<file path="src/rtl/matmul_sched_pkg.sv">
// Shared types and constants for the 3x3 matrix-multiply job scheduler.
// Matrices are flattened row-major with element 00 at the LSBs.
package matmul_sched_pkg;

  typedef enum logic [1:0] {
    StIdle,
    StClear,
    StRun,
    StDone
  } state_e;

  localparam int unsigned N        = 3;
  localparam int unsigned NUM_ELEM = N * N;

  // Bit offset of element (row, col) in a flattened matrix of width-bit elements.
  function automatic int unsigned elem_offset(input int unsigned row,
                                              input int unsigned col,
                                              input int unsigned width);
    return (row * N + col) * width;
  endfunction

endpackage

</file>
<file path="src/rtl/rr_arb2.sv">
// Two-way round-robin arbiter; purely combinational, the last grant is held by the parent.
module rr_arb2 (
  input  logic [1:0] req,
  input  logic       last_grant,
  output logic [1:0] gnt
);

  always_comb begin
    gnt = 2'b00;
    if (req == 2'b11) begin
      // On a tie the requester that did not win last time goes first.
      gnt = last_grant ? 2'b01 : 2'b10;
    end else begin
      gnt = req;
    end
  end

endmodule

</file>
<file path="src/rtl/matmul_job_scheduler.sv">
// Shares one 3x3 matrix_mult between two requesters: round-robin accept, clear,
// run for LATENCY cycles, capture C and hold it on the response port.
module matmul_job_scheduler
  import matmul_sched_pkg::*;
#(
  parameter int unsigned BitWidth = 8,
  parameter int unsigned LATENCY  = 6
) (
  input  logic                           clk,
  input  logic                           reset,
  input  logic                           req0_valid,
  output logic                           req0_ready,
  input  logic [NUM_ELEM*BitWidth-1:0]   req0_a,
  input  logic [NUM_ELEM*BitWidth-1:0]   req0_b,
  input  logic                           req1_valid,
  output logic                           req1_ready,
  input  logic [NUM_ELEM*BitWidth-1:0]   req1_a,
  input  logic [NUM_ELEM*BitWidth-1:0]   req1_b,
  output logic                           mm_reset,
  output logic                           mm_enable,
  output logic [NUM_ELEM*BitWidth-1:0]   mm_a,
  output logic [NUM_ELEM*BitWidth-1:0]   mm_b,
  input  logic [NUM_ELEM*2*BitWidth-1:0] mm_c,
  output logic                           rsp_valid,
  input  logic                           rsp_ready,
  output logic [NUM_ELEM*2*BitWidth-1:0] rsp_data,
  output logic                           rsp_id,
  output logic                           busy
);

  localparam int unsigned AW = NUM_ELEM * BitWidth;
  localparam int unsigned CW = NUM_ELEM * 2 * BitWidth;
  localparam logic [7:0]  CntLoad = 8'(LATENCY - 1);

  state_e          state_q, state_d;
  logic [7:0]      cnt_q, cnt_d;
  logic            last_grant_q, last_grant_d;
  logic [AW-1:0]   a_q, a_d;
  logic [AW-1:0]   b_q, b_d;
  logic [CW-1:0]   data_q, data_d;
  logic            id_q, id_d;
  logic [1:0]      gnt;
  logic            accept;

  rr_arb2 u_arb (
    .req        ({req1_valid, req0_valid}),
    .last_grant (last_grant_q),
    .gnt        (gnt)
  );

  assign req0_ready = (state_q == StIdle) && !reset && gnt[0];
  assign req1_ready = (state_q == StIdle) && !reset && gnt[1];
  assign accept     = req0_ready || req1_ready;

  always_comb begin
    state_d      = state_q;
    cnt_d        = cnt_q;
    last_grant_d = last_grant_q;
    a_d          = a_q;
    b_d          = b_q;
    data_d       = data_q;
    id_d         = id_q;
    unique case (state_q)
      StIdle: begin
        if (accept) begin
          a_d          = gnt[1] ? req1_a : req0_a;
          b_d          = gnt[1] ? req1_b : req0_b;
          id_d         = gnt[1];
          last_grant_d = gnt[1];
          state_d      = StClear;
        end
      end
      StClear: begin
        cnt_d   = CntLoad;
        state_d = StRun;
      end
      StRun: begin
        // Counter hits zero on the LATENCY-th enabled cycle; C is valid then.
        if (cnt_q == 8'd0) begin
          data_d  = mm_c;
          state_d = StDone;
        end else begin
          cnt_d = cnt_q - 8'd1;
        end
      end
      StDone: begin
        if (rsp_ready) begin
          state_d = StIdle;
        end
      end
      default: state_d = StIdle;
    endcase
  end

  always_ff @(posedge clk) begin
    if (reset) begin
      state_q      <= StIdle;
      cnt_q        <= 8'd0;
      last_grant_q <= 1'b1;
      a_q          <= '0;
      b_q          <= '0;
      data_q       <= '0;
      id_q         <= 1'b0;
    end else begin
      state_q      <= state_d;
      cnt_q        <= cnt_d;
      last_grant_q <= last_grant_d;
      a_q          <= a_d;
      b_q          <= b_d;
      data_q       <= data_d;
      id_q         <= id_d;
    end
  end

  // The multiplier is held in reset both by our own reset and for the flush cycle.
  assign mm_reset  = reset || (state_q == StClear);
  assign mm_enable = (state_q == StRun);
  assign mm_a      = a_q;
  assign mm_b      = b_q;
  assign rsp_valid = (state_q == StDone);
  assign rsp_data  = data_q;
  assign rsp_id    = id_q;
  assign busy      = (state_q != StIdle);

endmodule
</file>
<file path="config.mk">
export PLATFORM = sky130hd
export DESIGN_NAME = matmul_job_scheduler
export DESIGN_NICKNAME = d
export VERILOG_FILES = /design/src/rtl/matmul_sched_pkg.sv /design/src/rtl/rr_arb2.sv /design/src/rtl/matmul_job_scheduler.sv
export SDC_FILE = /design/constraint.sdc
export NUM_CORES = 1
export LEC_CHECK = 0
export CAP_MARGIN = 20
export CORE_AREA = 5 5 284 286
export DETAILED_ROUTE_END_ITERATION = 12
export DIE_AREA = 0 0 289 291
export GPL_TIMING_DRIVEN = 0
export MAX_ROUTING_LAYER = met4
export PLACE_DENSITY = 0.39
export SYNTH_ARGS = -nofsm -noshare
export SYNTH_HDL_FRONTEND = slang
export SYNTH_SLANG_ARGS = --single-unit
</file>
<file path="constraint.sdc">
create_clock -name clk -period 3.2 [get_ports clk]
set_input_delay 0.64 -clock clk [delete_from_list [all_inputs] [get_ports clk]]
set_output_delay 0.64 -clock clk [all_outputs]
set_load 0.005 [all_outputs]
</file>
---- Yosys cells after proc, flatten, opt, wreduce, memory -nomap -nowiden ----
Cells that the tools add are included.
word-level totals
  flip-flop bits (word level) ............. 300
  output and inout bits ................... 295
  word-level logic and storage cells ...... 40
operators by class
  add/sub/neg operators ................... 1
  equal/unequal tests ..................... 8
  multiplexer cells ....................... 10
  reduce and logical (&&, ||, !) cells .... 14
operators with widths
  kind                                                                    count
  72-bit 2-to-1 mux                                                       2
  8-bit case mux with 2 select lines                                      1
  2-bit 2-to-1 mux                                                        5
  8-bit zero test                                                         1
  8-bit 2-to-1 mux                                                        1
  2-bit case mux with 4 select lines                                      1
  8-bit by 1-bit subtractor with 8-bit output (second input constant)     1
  2-bit equality test (second input constant)                             3
  2-bit AND reduction                                                     3
  2-bit by 1-bit != test with 1-bit output (second input constant)        2
  2-bit != test (second input constant)                                   2
  2-bit nonzero test                                                      2
  1-bit logical AND                                                       3
  3-bit AND reduction                                                     1
  2-bit by 1-bit equality test with 1-bit output (second input constant)  1
  2-bit zero test                                                         1
  1-bit logical OR                                                        2
  1-bit zero test                                                         1

---- Depth between registers and ports, before layout ----
  depth after elaboration ................. 6
  gate-level depth with buffers ........... 10
  mapped depth without buffers ............ 6

---- By module ----
From an unflattened synthesis, not the netlist that was laid out.
second synthesis, totals
  cell total of the unflattened synthesis .. 1,352
  area total of the unflattened synthesis .. 11,910.2 um^2
by module, submodules not included
  module                instances  cells an instance  area each (um^2)  sequential area each (um^2)
  matmul_job_scheduler  1          1,349              11,891.4          6,005.8
  rr_arb2               1          3                  18.8              0.0

---- Worst setup path after synthesis ----
Ideal clock, no wire load.
  path type ............................... input port to output port
  start ................................... input req0_valid
  end ..................................... output req1_ready
  arrival ................................. 1.281 ns
  path slack .............................. 1.279 ns
  cell stages on the path ................. 5
  cell sequence ........................... nand2_1 -> nand2_1 -> buf_2 -> buf_1 -> nor2_1
on the way
  word-level cells in the longest chain between the ends .. 3
ends and longest elaborated chain
  what                 line                        source
  start, declared      matmul_job_scheduler.sv:11  input logic req0_valid,
  2-bit equality test  rr_arb2.sv:10               if (req == 2'b11) begin
  2-bit 2-to-1 mux     rr_arb2.sv:10
  1-bit logical AND    matmul_job_scheduler.sv:52  assign req1_ready = (state_q == StIdle) && !reset && gnt[1];
  end, declared        matmul_job_scheduler.sv:16  output logic req1_ready,
Every way passes these cells.

---- Worst setup path after layout ----
  start ................................... input reset
  end ..................................... output mm_reset
on the way
  word-level cells in the longest chain between the ends .. 1
ends and longest elaborated chain
  what              line                         source
  start, declared   matmul_job_scheduler.sv:10   input logic reset,
  1-bit logical OR  matmul_job_scheduler.sv:116  assign mm_reset = reset || (state_q == StClear);
  end, declared     matmul_job_scheduler.sv:19   output logic mm_reset,
Every way passes these cells.

==> results.py <==
metrics = {
    "drt": {
        "drtPass1Iterations": 4,
        "wl_mm": 68.2,
        "ant_nets": 0,
        "drt_iter0_markers": 515,
        "wire_per_inst_um": 20.2,
        "viasPerCell": 4.08,
        "drc_errors": 0,
        "vias": 13800,
    },
    "cts": {
        "cts_tree": "built",
        "htreeDepth": 2,
        "cts.hold.buffers_added": 0,
        "numClockSinks": 300,
        "cts_setup_buffers": 0,
        "clk_path_buf_depth": 3,
        "numCtsBuffers": 40,
        "root_buffer": "clkbuf_16",
        "clkTransAtPathRegs_ns": 0.05,
        "insertion_delay_ns": 0.55,
    },
    "synth": {
        "synth_adder_area_share_pct": 0.733,
        "yosys.cell_types.count": 42,
        "synth-main-ff-cell": "dfxtp_1",
        "synth_mux_area_share_pct": 0.262,
        "ys_ff_latch": 300,
        "synth_top_family_by_area": "simple AND/OR/NAND/NOR gates",
        "synth-edff-count": 0,
        "synth_area_um2": 12000,
        "yosysWarnings": 0,
        "yosys.area.top_type_share_pct": 50.3,
        "async_reset_ff_share_pct": 0,
        "syn-num-nets": 1963,
        "netlist_top_cells_area": "dfxtp_1 50%, nand2_1 18%, a311oi_1 11%, a21oi_1 6.2%, nor2_1 4.8%",
        "synth_xor_area_share_pct": 0,
        "synth-compound-area-share_pct": 17.7,
        "ys_seq_area_share_pct": 50.3,
        "synth.avg_cell_area_um2": 7.87,
        "synthSimpleGateAreaFrac_pct": 25.0,
        "synth_cells": 1519,
        "yosys.area.top_type": "dfxtp_1",
    },
    "sta": {
        "setup_tns_ns": 0,
        "fmax_mhz": 339,
        "worst_pin_slew_ns": 0.913,
        "rsz0062_at_grt": "false",
        "min_period_ns": 2.95,
        "hold_viol_final": 0,
        "setup_viol": 0,
        "post-route-period-util_pct": 92.1,
        "skew_ns": 0.0122,
        "holdWs_ns": 0.450,
        "relSlewSlack_pct": 39.2,
        "slew_violations": 0,
    },
    "placed_design": {
        "io_buffers": 730,
        "dp.cells": 3299,
        "hpwl_mm": 54.7,
        "place_area_um2": 20600,
        "routabilityCongestion": 0.931,
    },
    "finish": {
        "final_nets": 2734,
        "final_common_cell": "clkdlybuf4s50_1",
        "finalNonFillerCells": 3384,
        "layout_common_cells": "730 x clkdlybuf4s50_1, 582 x nand2_1, 300 x dfxtp_1",
        "drive_gt1_share_pct": 5.83,
        "syn_to_final_growth_pct": 83.5,
        "stdcell_area_um2": 21900,
    },
    "pwr": {
        "p_per_area_nw_per_um2": 658,
        "ir_worst_vdd_mv": 0.299,
        "leakagePower_nw": 7.68,
        "power_w": 0.0144,
    },
    "floorplan": {
        "fp-row-count": 103,
        "start_util_pct": 15.3,
        "die_w_um": 289,
        "coreArea_um2": 78100,
        "io_pins": 732,
        "die_h_um": 291,
        "die-area_um2": 84100,
    },
    "grt": {
        "grt_start_max_net_pins": 20,
        "grt_pass1_vias": 14400,
        "track_usage_pct": 15.7,
        "grt_remaining_overflow": 0,
        "grt_pass1_wl_mm": 96.7,
        "antenna_found_initial": 21,
    },
    "status": {
        "status": "finished clean",
    },
    "setup_path": {
        "critical_path_class": "primary input to output port",
        "required_ns": 2.56,
        "startpoint_type": "primary input",
        "critPathArrivalTime_ns": 2.31,
        "critPathCaptureType": "output port",
        "cp_max_fo": 10,
    },
    "min_path": {
        "hold_class": "register to register",
    },
    "run": {
        "cap_violations": 0,
    },
}
area by class of cell:
cell class	instances	area (um^2)
diodes	19	47.5
multi-input cells	1081	5240
well taps	1050	1310
fillers	8470	56200
flip-flops and latches	300	6010
clock buffers	57	1190
inverters	8	30.0
repair buffers	730	7310
plain buffers	129	687
clock inverters	10	110
power breakdown:
part / total [W] / internal (W) / switching [W]
combinational: 0.00509 / 0.00255 / 0.00254
clock: 0.00451 / 0.00272 / 0.00179
sequential: 0.00484 / 0.00443 / 0.000404
total: 0.0144 / 0.00970 / 0.00473
per-layer routing:
layer	wire, um	vias to the layer above	global-route usage [%]
met3	6950	98	6.59
li1	-	6700	-
met4	1890	0	4.52
met5	0	-	-
met1	24900	6480	16.0
met2	34500	540	27.7
sequential cells by signal, summed over array words and instances, names as in the netlist:
name / cells
last_grant_q: 1
state_q: 2
mm_a: 72
mm_b: 72
rsp_data: 144
cnt_q: 8
rsp_id: 1
per-stage QoR:
step / util [%] / setup slack [ns]
after floorplan: - / 1.28
after global placement: 26.3 / -0.443
after detailed placement: 26.3 / -0.477
after CTS: 28.0 / 0.0611
after global routing: 28.1 / 0.0617
final: 28.1 / 0.253
synthesized netlist by cell type, types with 3 or more instances:
cell type and count:
dfxtp_1 300, a311oi_1 144, nand2_1 582, nand2b_1 4, buf_4 10, a21oi_1 149, buf_1 7, a211oi_1 3
clkbuf_1 63, nor2_1 153, buf_6 16, nor2b_1 3, buf_2 34, ha_1 7, inv_1 8
repair_timing:
action,CTS,global route
pin swaps,0,0
endpoints found under the setup margin,2,2
resized for setup,1,2
logic make-up (layout without fill, tap and decap cells):
group / after synthesis / after routing
compound gates: 307 / 307
flops: 300 / 300
fa+ha+maj: 7 / 7
mux: 3 / 3
buf+inv: 138 / 934
simple gates: 764 / 764
other cells: 0 / 19
path summary, 6_finish.rpt:
path                                      to                  startpoint  cells past startpoint  slack [ns]
hold reg to reg   rsp_data[141]$_SDFFE_PP0P_  rsp_data[141]$_SDFFE_PP0P_                      2        0.45
setup / recovery                    mm_reset                       reset                      4        0.25
setup reg to reg       mm_a[20]$_SDFFE_PP0P_     state_q[0]$_SDFFE_PP0P_                      7        0.66
hold / removal    rsp_data[141]$_SDFFE_PP0P_  rsp_data[141]$_SDFFE_PP0P_                      2        0.45
worst max-delay path, stage by stage:
cell and delay [ns]:
buf_2 0.19, clkbuf_1 0.69, or2_2 0.23, clkdlybuf4s50_1 0.54
(Power assumes the default switching activity.)
